`src/rtl/mtm_alu_frame_rx.sv`:
```
// rtl/mtm_alu_frame_rx.sv - serial packet receiver assembling {A, B, op} records with CRC/count/opcode checks
module mtm_alu_frame_rx #(
  parameter int DATA_W = 32
) (
  input  logic              clk,
  input  logic              rst_n,
  input  logic              sin,
  output logic              out_valid,
  input  logic              out_ready,
  output logic [DATA_W-1:0] out_a,
  output logic [DATA_W-1:0] out_b,
  output logic [2:0]        out_op,
  output logic [2:0]        out_err,
  output logic              frame_err,
  output logic              overrun
);

  localparam int N  = DATA_W / 8;
  localparam int CW = $clog2(2 * N + 2);
  localparam logic [CW-1:0] CNT_FULL = CW'(2 * N);
  localparam logic [CW-1:0] CNT_MAX  = CW'(2 * N + 1);

  localparam logic [2:0] ERR_DATA = 3'b100;
  localparam logic [2:0] ERR_CRC  = 3'b010;
  localparam logic [2:0] ERR_OP   = 3'b001;

  typedef enum logic [1:0] {S_IDLE, S_FLAG, S_PAYLOAD, S_STOP} state_t;

  state_t                state_q, state_d;
  logic [2:0]            bit_cnt_q, bit_cnt_d;
  logic                  flag_q, flag_d;
  logic [7:0]            byte_q, byte_d;
  logic [2*DATA_W-1:0]   sr_q, sr_d;
  logic [CW-1:0]         cnt_q, cnt_d;
  logic                  out_valid_q, out_valid_d;
  logic [DATA_W-1:0]     out_a_q, out_a_d;
  logic [DATA_W-1:0]     out_b_q, out_b_d;
  logic [2:0]            out_op_q, out_op_d;
  logic [2:0]            out_err_q, out_err_d;
  logic                  frame_err_q, frame_err_d;
  logic                  overrun_q, overrun_d;

  logic [3:0]            crc_calc;
  logic [2:0]            cmd_op;
  logic                  op_ok;
  logic [2:0]            cmd_err;

  // Bit string is {B, A, 1, op}; sr_q already holds B in its upper half.
  function automatic logic [3:0] crc4(input logic [2*DATA_W+3:0] bits);
    logic [3:0] c;
    logic       fb;
    c = 4'b0000;
    for (int i = 2*DATA_W+3; i >= 0; i--) begin
      fb = c[3] ^ bits[i];
      c  = {c[2:0], 1'b0} ^ (fb ? 4'b0011 : 4'b0000);
    end
    return c;
  endfunction

  always_comb begin
    cmd_op   = byte_q[6:4];
    crc_calc = crc4({sr_q, 1'b1, cmd_op});
    op_ok    = (cmd_op == 3'b000) || (cmd_op == 3'b001) ||
               (cmd_op == 3'b100) || (cmd_op == 3'b101);
    if (cnt_q != CNT_FULL)
      cmd_err = ERR_DATA;
    else if (crc_calc != byte_q[3:0])
      cmd_err = ERR_CRC;
    else if (!op_ok)
      cmd_err = ERR_OP;
    else
      cmd_err = 3'b000;
  end

  always_comb begin
    state_d     = state_q;
    bit_cnt_d   = bit_cnt_q;
    flag_d      = flag_q;
    byte_d      = byte_q;
    sr_d        = sr_q;
    cnt_d       = cnt_q;
    out_valid_d = out_valid_q;
    out_a_d     = out_a_q;
    out_b_d     = out_b_q;
    out_op_d    = out_op_q;
    out_err_d   = out_err_q;
    frame_err_d = 1'b0;
    overrun_d   = 1'b0;

    if (out_valid_q && out_ready)
      out_valid_d = 1'b0;

    case (state_q)
      S_IDLE: begin
        if (!sin)
          state_d = S_FLAG;
      end
      S_FLAG: begin
        flag_d    = sin;
        bit_cnt_d = 3'd7;
        state_d   = S_PAYLOAD;
      end
      S_PAYLOAD: begin
        byte_d    = {byte_q[6:0], sin};
        bit_cnt_d = bit_cnt_q - 3'd1;
        if (bit_cnt_q == 3'd0)
          state_d = S_STOP;
      end
      S_STOP: begin
        state_d = S_IDLE;
        if (!sin) begin
          frame_err_d = 1'b1;
          cnt_d       = '0;
          sr_d        = '0;
        end else if (!flag_q) begin
          sr_d = {sr_q[2*DATA_W-9:0], byte_q};
          if (cnt_q != CNT_MAX)
            cnt_d = cnt_q + CW'(1);
        end else begin
          cnt_d = '0;
          // A record leaving this same cycle frees the slot for the new one.
          if (!out_valid_q || out_ready) begin
            out_valid_d = 1'b1;
            out_b_d     = sr_q[2*DATA_W-1:DATA_W];
            out_a_d     = sr_q[DATA_W-1:0];
            out_op_d    = cmd_op;
            out_err_d   = cmd_err;
          end else begin
            overrun_d = 1'b1;
          end
        end
      end
      default: state_d = S_IDLE;
    endcase
  end

  always_ff @(posedge clk or negedge rst_n) begin
    if (!rst_n) begin
      state_q     <= S_IDLE;
      bit_cnt_q   <= '0;
      flag_q      <= 1'b0;
      byte_q      <= '0;
      sr_q        <= '0;
      cnt_q       <= '0;
      out_valid_q <= 1'b0;
      out_a_q     <= '0;
      out_b_q     <= '0;
      out_op_q    <= '0;
      out_err_q   <= '0;
      frame_err_q <= 1'b0;
      overrun_q   <= 1'b0;
    end else begin
      state_q     <= state_d;
      bit_cnt_q   <= bit_cnt_d;
      flag_q      <= flag_d;
      byte_q      <= byte_d;
      sr_q        <= sr_d;
      cnt_q       <= cnt_d;
      out_valid_q <= out_valid_d;
      out_a_q     <= out_a_d;
      out_b_q     <= out_b_d;
      out_op_q    <= out_op_d;
      out_err_q   <= out_err_d;
      frame_err_q <= frame_err_d;
      overrun_q   <= overrun_d;
    end
  end

  assign out_valid = out_valid_q;
  assign out_a     = out_a_q;
  assign out_b     = out_b_q;
  assign out_op    = out_op_q;
  assign out_err   = out_err_q;
  assign frame_err = frame_err_q;
  assign overrun   = overrun_q;

endmodule

```
`config.mk`:
```
export PLATFORM = sky130hd
export DESIGN_NAME = mtm_alu_frame_rx
export DESIGN_NICKNAME = d
export VERILOG_FILES = /design/src/rtl/mtm_alu_frame_rx.sv
export SDC_FILE = /design/constraint.sdc
export NUM_CORES = 1
export LEC_CHECK = 0
export BUFFER_PORTS_ARGS = -buffer_cell sky130_fd_sc_hd__buf_2
export CAP_MARGIN = 20
export CORE_UTILIZATION = 58
export DETAILED_ROUTE_END_ITERATION = 7
export PLACE_DENSITY_LB_ADDON = 0.1
export SETUP_SLACK_MARGIN = 0.3
export SYNTH_ARGS = -nofsm -noshare
export SYNTH_HDL_FRONTEND = slang
export SYNTH_SLANG_ARGS = --single-unit
```
`constraint.sdc`:
```
create_clock -name clk -period 3.8 [get_ports clk]
set_input_delay 0.38 -clock clk [delete_from_list [all_inputs] [get_ports clk]]
set_output_delay 0.38 -clock clk [all_outputs]
set_load 0.05 [all_outputs]
```
# Word level (Yosys, flattened, before mapping)
# Index checks and enable logic that the tools add are counted.
# totals
in_bits,4
mem_count,0
mem_bits_rw,0
rom_bits,0
latchBits,0
elab_cells,266
register_bits,155
# classes
n_bitwise,133
eq_ne,13
n_mul,0
add_sub_neg,2
shift,0
div_mod_pow,0
n_lt_le_gt_ge,0
n_reduce_logical,14
mux,91
# ops
operator,n
$xor 4x2->4,66
$mux 2,70
$mux 64,2
$xor 1x1->1,64
$mux 1,12
$mux 4,3
$ne 4x4->1 const B,2
$pmux 2 s4,1
$eq 3x3->1 const B,2
$logic_not 3->1,2
$mux 3,2
$ne 2x2->1 const B,3
$pmux 3 s2,1
$reduce_and 2->1,3
$add 4x1->4 const B,1
$eq 2x2->1 const B,2
$logic_or 1x1->1,4
$ne 4x4->1,1
$reduce_and 4->1,1
$eq 3x1->1 const B,1
$ne 3x1->1 const B,1
$sub 3x1->3 const B,1
$xor 3x2->3,1
$eq 2x1->1 const B,1
5 further kinds,6

# Depth between registers and ports, before layout
# depth
ltp_word,201
depth_mapped,12
mapped_depth_nobuf,11

# Worst setup path before layout
# OpenSTA, ideal clock, no wires.
# synth_path
path_kind,reg-to-reg
start,register sr_q[26]
end,"register out_err_q[0], in the netlist out_err[0]"
setup_ns,0.069
slack_ns,0.472
t_arrival_ns,3.259
period_less_slack_ns,3.328
n_path_buf,0
required_time_ns,3.731
path_stages_with_launch,12
path_cell_list,dfrtp_1 xnor3_1 xor2_1 xnor3_1 xnor2_1 xnor3_1 xnor3_2 xnor2_2 nand3_1 a211o_1 a21oi_2 a32o_1
# synth_via
elab_chain_len,55
word_cells_on_any_way,89
# synth_lines
item,line_no,text
"start, declared",33,"logic [2*DATA_W-1:0] sr_q, sr_d;"
"start signal, assigned",157,sr_q <= sr_d;
$xor 1x1->1 *,54,fb = c[3] ^ bits[i];
$mux 2 *,55,"c = {c[2:0], 1'b0} ^ (fb ? 4'b0011 : 4'b0000);"
$xor 4x2->4 * (3 in series),55,
$xor 1x1->1,54,
$mux 2,55,
$xor 4x2->4 * (3 in series),55,
$xor 1x1->1,54,
$mux 2,55,
(+33 left out),n/a,
$mux 2,55,
$xor 4x2->4 * (3 in series),55,
$xor 1x1->1,54,
$mux 2,55,
$xor 4x2->4 *,55,
$ne 4x4->1 *,67,else if (crc_calc != byte_q[3:0])
$mux 3 *,67,
$mux 3 *,65,if (cnt_q != CNT_FULL)
"end signal, assigned",163,out_err_q <= out_err_d;
"end, declared",39,"logic [2:0] out_err_q, out_err_d;"
# Mark *: on every way between the ends. The rest lies on a longest branch, timed or not.
# A chain may end at the register's enable or synchronous reset.

# Final worst setup path
# layout_path
start,register sr_q[33]
end,"register out_err_q[0], in the netlist out_err[0]"
# layout_via
elab_chain_len,67
word_cells_on_any_way,110
# layout_lines
item,line_no
$xor 1x1->1 *,54
$mux 2 *,55
$xor 4x2->4 * (3 in series),55
$xor 1x1->1,54
$mux 2,55
$xor 4x2->4 * (3 in series),55
$xor 1x1->1,54
$mux 2,55
(+44 left out),n/a
$mux 2,55
$xor 4x2->4 * (4 in series),55
$xor 1x1->1 / $mux 2 (equally long branches),"54, 55"
$mux 2 / $xor 4x2->4 (equally long branches),55
$xor 4x2->4 *,55
$ne 4x4->1 *,67
$mux 3 *,67
$mux 3 *,65
# Marks and branches as above.

==> results.tsv <==
stage	metric	value	unit
synthesis	ys.flop_type	dfrtp_1	
layout	drive_above_1_share	21.5	%
routing	drt_wl_total	15100	um
critical_path	cp_cell_sequence	xor2_2 > xnor2_2 > xnor3_2 > xnor3_2 > xnor2_2 > xnor3_2 > xnor2_2 > nand3_1 > a211o_1 > a21oi_2 > a32o_1	
sta	fin_ws	0.395	ns
floorplanning	die_w	112	um
synthesis	synth_cell_types	32	
layout	antenna_cells	0	
routing	routedLengthMet1	6710	um
placed_design	pre_cts_slack	0.192	ns
critical_path	r2r-end	out_err[0]$_DFFE_PN0P_	
global_routing	grt_pass1_wl	25300	um
critical_path	critical_path_arrival	3.76	ns
critical_path	cp-startpoint	sr_q[33]$_DFFE_PN0P_	
critical_path	slowest_delay	0.52	ns
synthesis	synth_most_common_cell	nand2_1	
synthesis	synth-edff-count	0	
outcome	run_status	finished with violations	
synthesis	ys_seq_elements	155	
worst_hold_path	min_path_type	primary input to async pin	
synthesis	synthTopCellsByArea	dfrtp_1, nand2_1, xnor2_1	
sta	clock.fmax	294	MHz
routing	dr.pass1.iters	8	
floorplanning	start_util	60.5	%
synthesis	ys_warn_count	0	
clock_tree	clkLatencyLatePin	0.43	ns
sta	skew	0.00751	ns
sta	tightest_slew	0.950	ns
critical_path	end_kind	flop	
sta	setup_violations	0	
routing	wl_per_cell	17.3	um
critical_path	crit_fanout	4	
layout	n_fill_cell	839	
global_routing	grt.total_usage	26.4	%
routing	met3_length	562	um
synthesis	synth_top_area_share	55.4	%
synthesis	syn-num-nets	656	
critical_path	critical_path.top_delay_family	XOR/XNOR gates	
clock_tree	clk_pin_slew	0.06	ns
pwr	p_per_area	990	mW/mm2
synthesis	netlist_instances	642	
flow_run	max-cap-violations	0	
placed_design	io_buffers	76	
synthesis	synthTopCellsByCount	nand2_1, dfrtp_1, xnor2_1	
critical_path	ff2ff_setup_slack	0.39	ns
clock_tree	numCtsBuffers	17	
synthesis	netlist_area	0.00700	mm2
placed_design	gp_congestion	0.864	
clock_tree	clk_path_buf_depth	2	
synthesis	syn_avg_cell_area	10.9	um2
placed_design	placed_cells	838	
critical_path	worstRegToRegCells	11	
layout	fin_cells	874	
sta	final-hold-violation-count	0	
routing	viasPerCell	5.54	
global_routing	overflow	0	
synthesis	ys_async_sr_fraction	100	%
placed_design	dpl.hpwl	9970	um
critical_path	cp_slowest_cell	xnor3_2	
sta	relSlewSlack	36.7	%
floorplanning	fp.dieH	112	um
layout	regArea	0.00388	mm2
critical_path	r2r_start	sr_q[33]$_DFFE_PN0P_	
sta	setup_tns	0	ns
clock_tree	cts_tree	built	
routing	vias	4841	
sta	slew_viol_final	0	
routing	first_iter_violations	279	
critical_path	crit_path_end	out_err[0]$_DFFE_PN0P_	
outcome	violations	design-rule violations	
pwr	vdd_drop_max	881	uV
critical_path	start_kind	flop	
sta	finalCriticalPeriod	3.41	ns
critical_path	worstSetupPathType	flop to flop	
synthesis	yosysSeqAreaShare	55.4	%
pwr	p_total	8250	uW
pwr	leakagePower	0.00443	uW
layout	multi_input_area	0.00309	mm2
critical_path	cp.required	4.16	ns
floorplanning	die-area	0.0125	mm2
critical_path	worst-path-stages	11	
synthesis	yosys.area.top_type	dfrtp_1	
global_routing	grt_pass1_vias	4902	
sta	fin_crit_sh	89.6	%
floorplanning	fp.coreArea	0.0116	mm2
global_routing	antenna_found_initial	0	
global_routing	grt_start_max_net_pins	107	
sta	rsz0062_at_grt	no	
critical_path	path_buf_inv	0	
routing	met2_wirelength	7650	um
routing	ant_nets	0	
layout	synthToLayoutAreaGrowth	19.1	%
routing	drc	5	
clock_tree	clock-sinks	155	
routing	topRoutingLayerUsed	met4	
floorplanning	row_count	39	
clock_tree	cts_root_buf	clkbuf_16	
layout	num-nets-final	732	
layout	fin_util	72.1	%
floorplanning	io_pins	77	
clock_tree	htree_levels	4	
## per-layer routing
| layer | global-route usage, % | vias up |
|---|---|---|
| met3 | 5.77 | 19 |
| met2 | 43.7 | 133 |
| met5 | 0 | - |
| met1 | 34.5 | 2424 |
| li1 | - | 2265 |
| met4 | 9.46 | 0 |
## flip-flops by register name, indices dropped and copies added, names as in the netlist, 2 cells and up
signal / cells
out_a: 32
out_b: 32
byte_q: 8
sr_q: 64
out_op: 3
out_err: 3
bit_cnt_q: 3
state_q: 2
cnt_q: 4
## worst min path at each step
stage / start / endpoint / slack (ns)
floorplan: rst_n / bit_cnt_q[0]$_DFFE_PN0P_ / 0.08
finish: rst_n / out_b[24]$_DFFE_PN0P_ / 0.08
global route: rst_n / out_b[16]$_DFFE_PN0P_ / 0.17
CTS: rst_n / out_b[16]$_DFFE_PN0P_ / 0.12
global placement: out_b[3]$_DFFE_PN0P_ / out_b[3]$_DFFE_PN0P_ / 0.45
detailed placement: out_a[5]$_DFFE_PN0P_ / out_a[5]$_DFFE_PN0P_ / 0.46
## power by group
group / total [uW] / internal, uW / switching, uW
logic: 4140 / 1880 / 2250
registers: 2220 / 1920 / 299
clock network: 1890 / 1250 / 649
## stage by stage
stage | hold WS [ns] | instance area (um2)
2_1_floorplan | 0.0844 | 7000
3_3_place_gp | 0.453 | 7530
3_5_place_dp | 0.458 | 7530
4_1_cts | 0.115 | 8220
5_1_grt | 0.175 | 8330
6_report | 0.0838 | 8330
## logic make-up after synthesis
family	count (synthesis)	share of synthesized area, %
AND/OR/NAND/NOR	233	12.9
XOR/XNOR	110	16.4
buffers and inverters	42	2.25
multiplexers	9	1.45
flip-flops	155	55.4
adder cells (fa/ha/maj)	10	1.79
AO/OA/AOI/OAI	83	9.81
## placed cells by master (no fill, tap or decap), drive strengths merged, types with 6 or more instances in the layout
cell | netlist | layout
a22o | 64 | 64
o21ai | 7 | 7
buf | 4 | 88
dfrtp | 155 | 155
nor2 | 9 | 9
mux2 | 9 | 9
bufinv | 0 | 6
nand2 | 210 | 210
xnor2 | 76 | 76
inv | 11 | 11
nand3 | 6 | 6
xnor3 | 11 | 11
xor2 | 23 | 23
ha | 10 | 10
clkbuf | 27 | 20
## area by class of cell
cell class              instances  area share, %
repair buffers                 88           5.72
clock buffers                  20           5.36
multi-input cells             445           37.1
inverters                      11          0.495
flip-flops and latches        155           46.6
clock inverters                12           2.63
well taps                     143           2.15
## timing repair
action | 4_1_cts | 5_1_grt
cloned | 0 | 0
hold buffers | 0 | 0
endpoints found under the setup margin | 2 | 2
pin swaps | 2 | 8
gates resized for setup | 3 | 15
buffers inserted | 0 | 4
(Power assumes the default switching activity.)
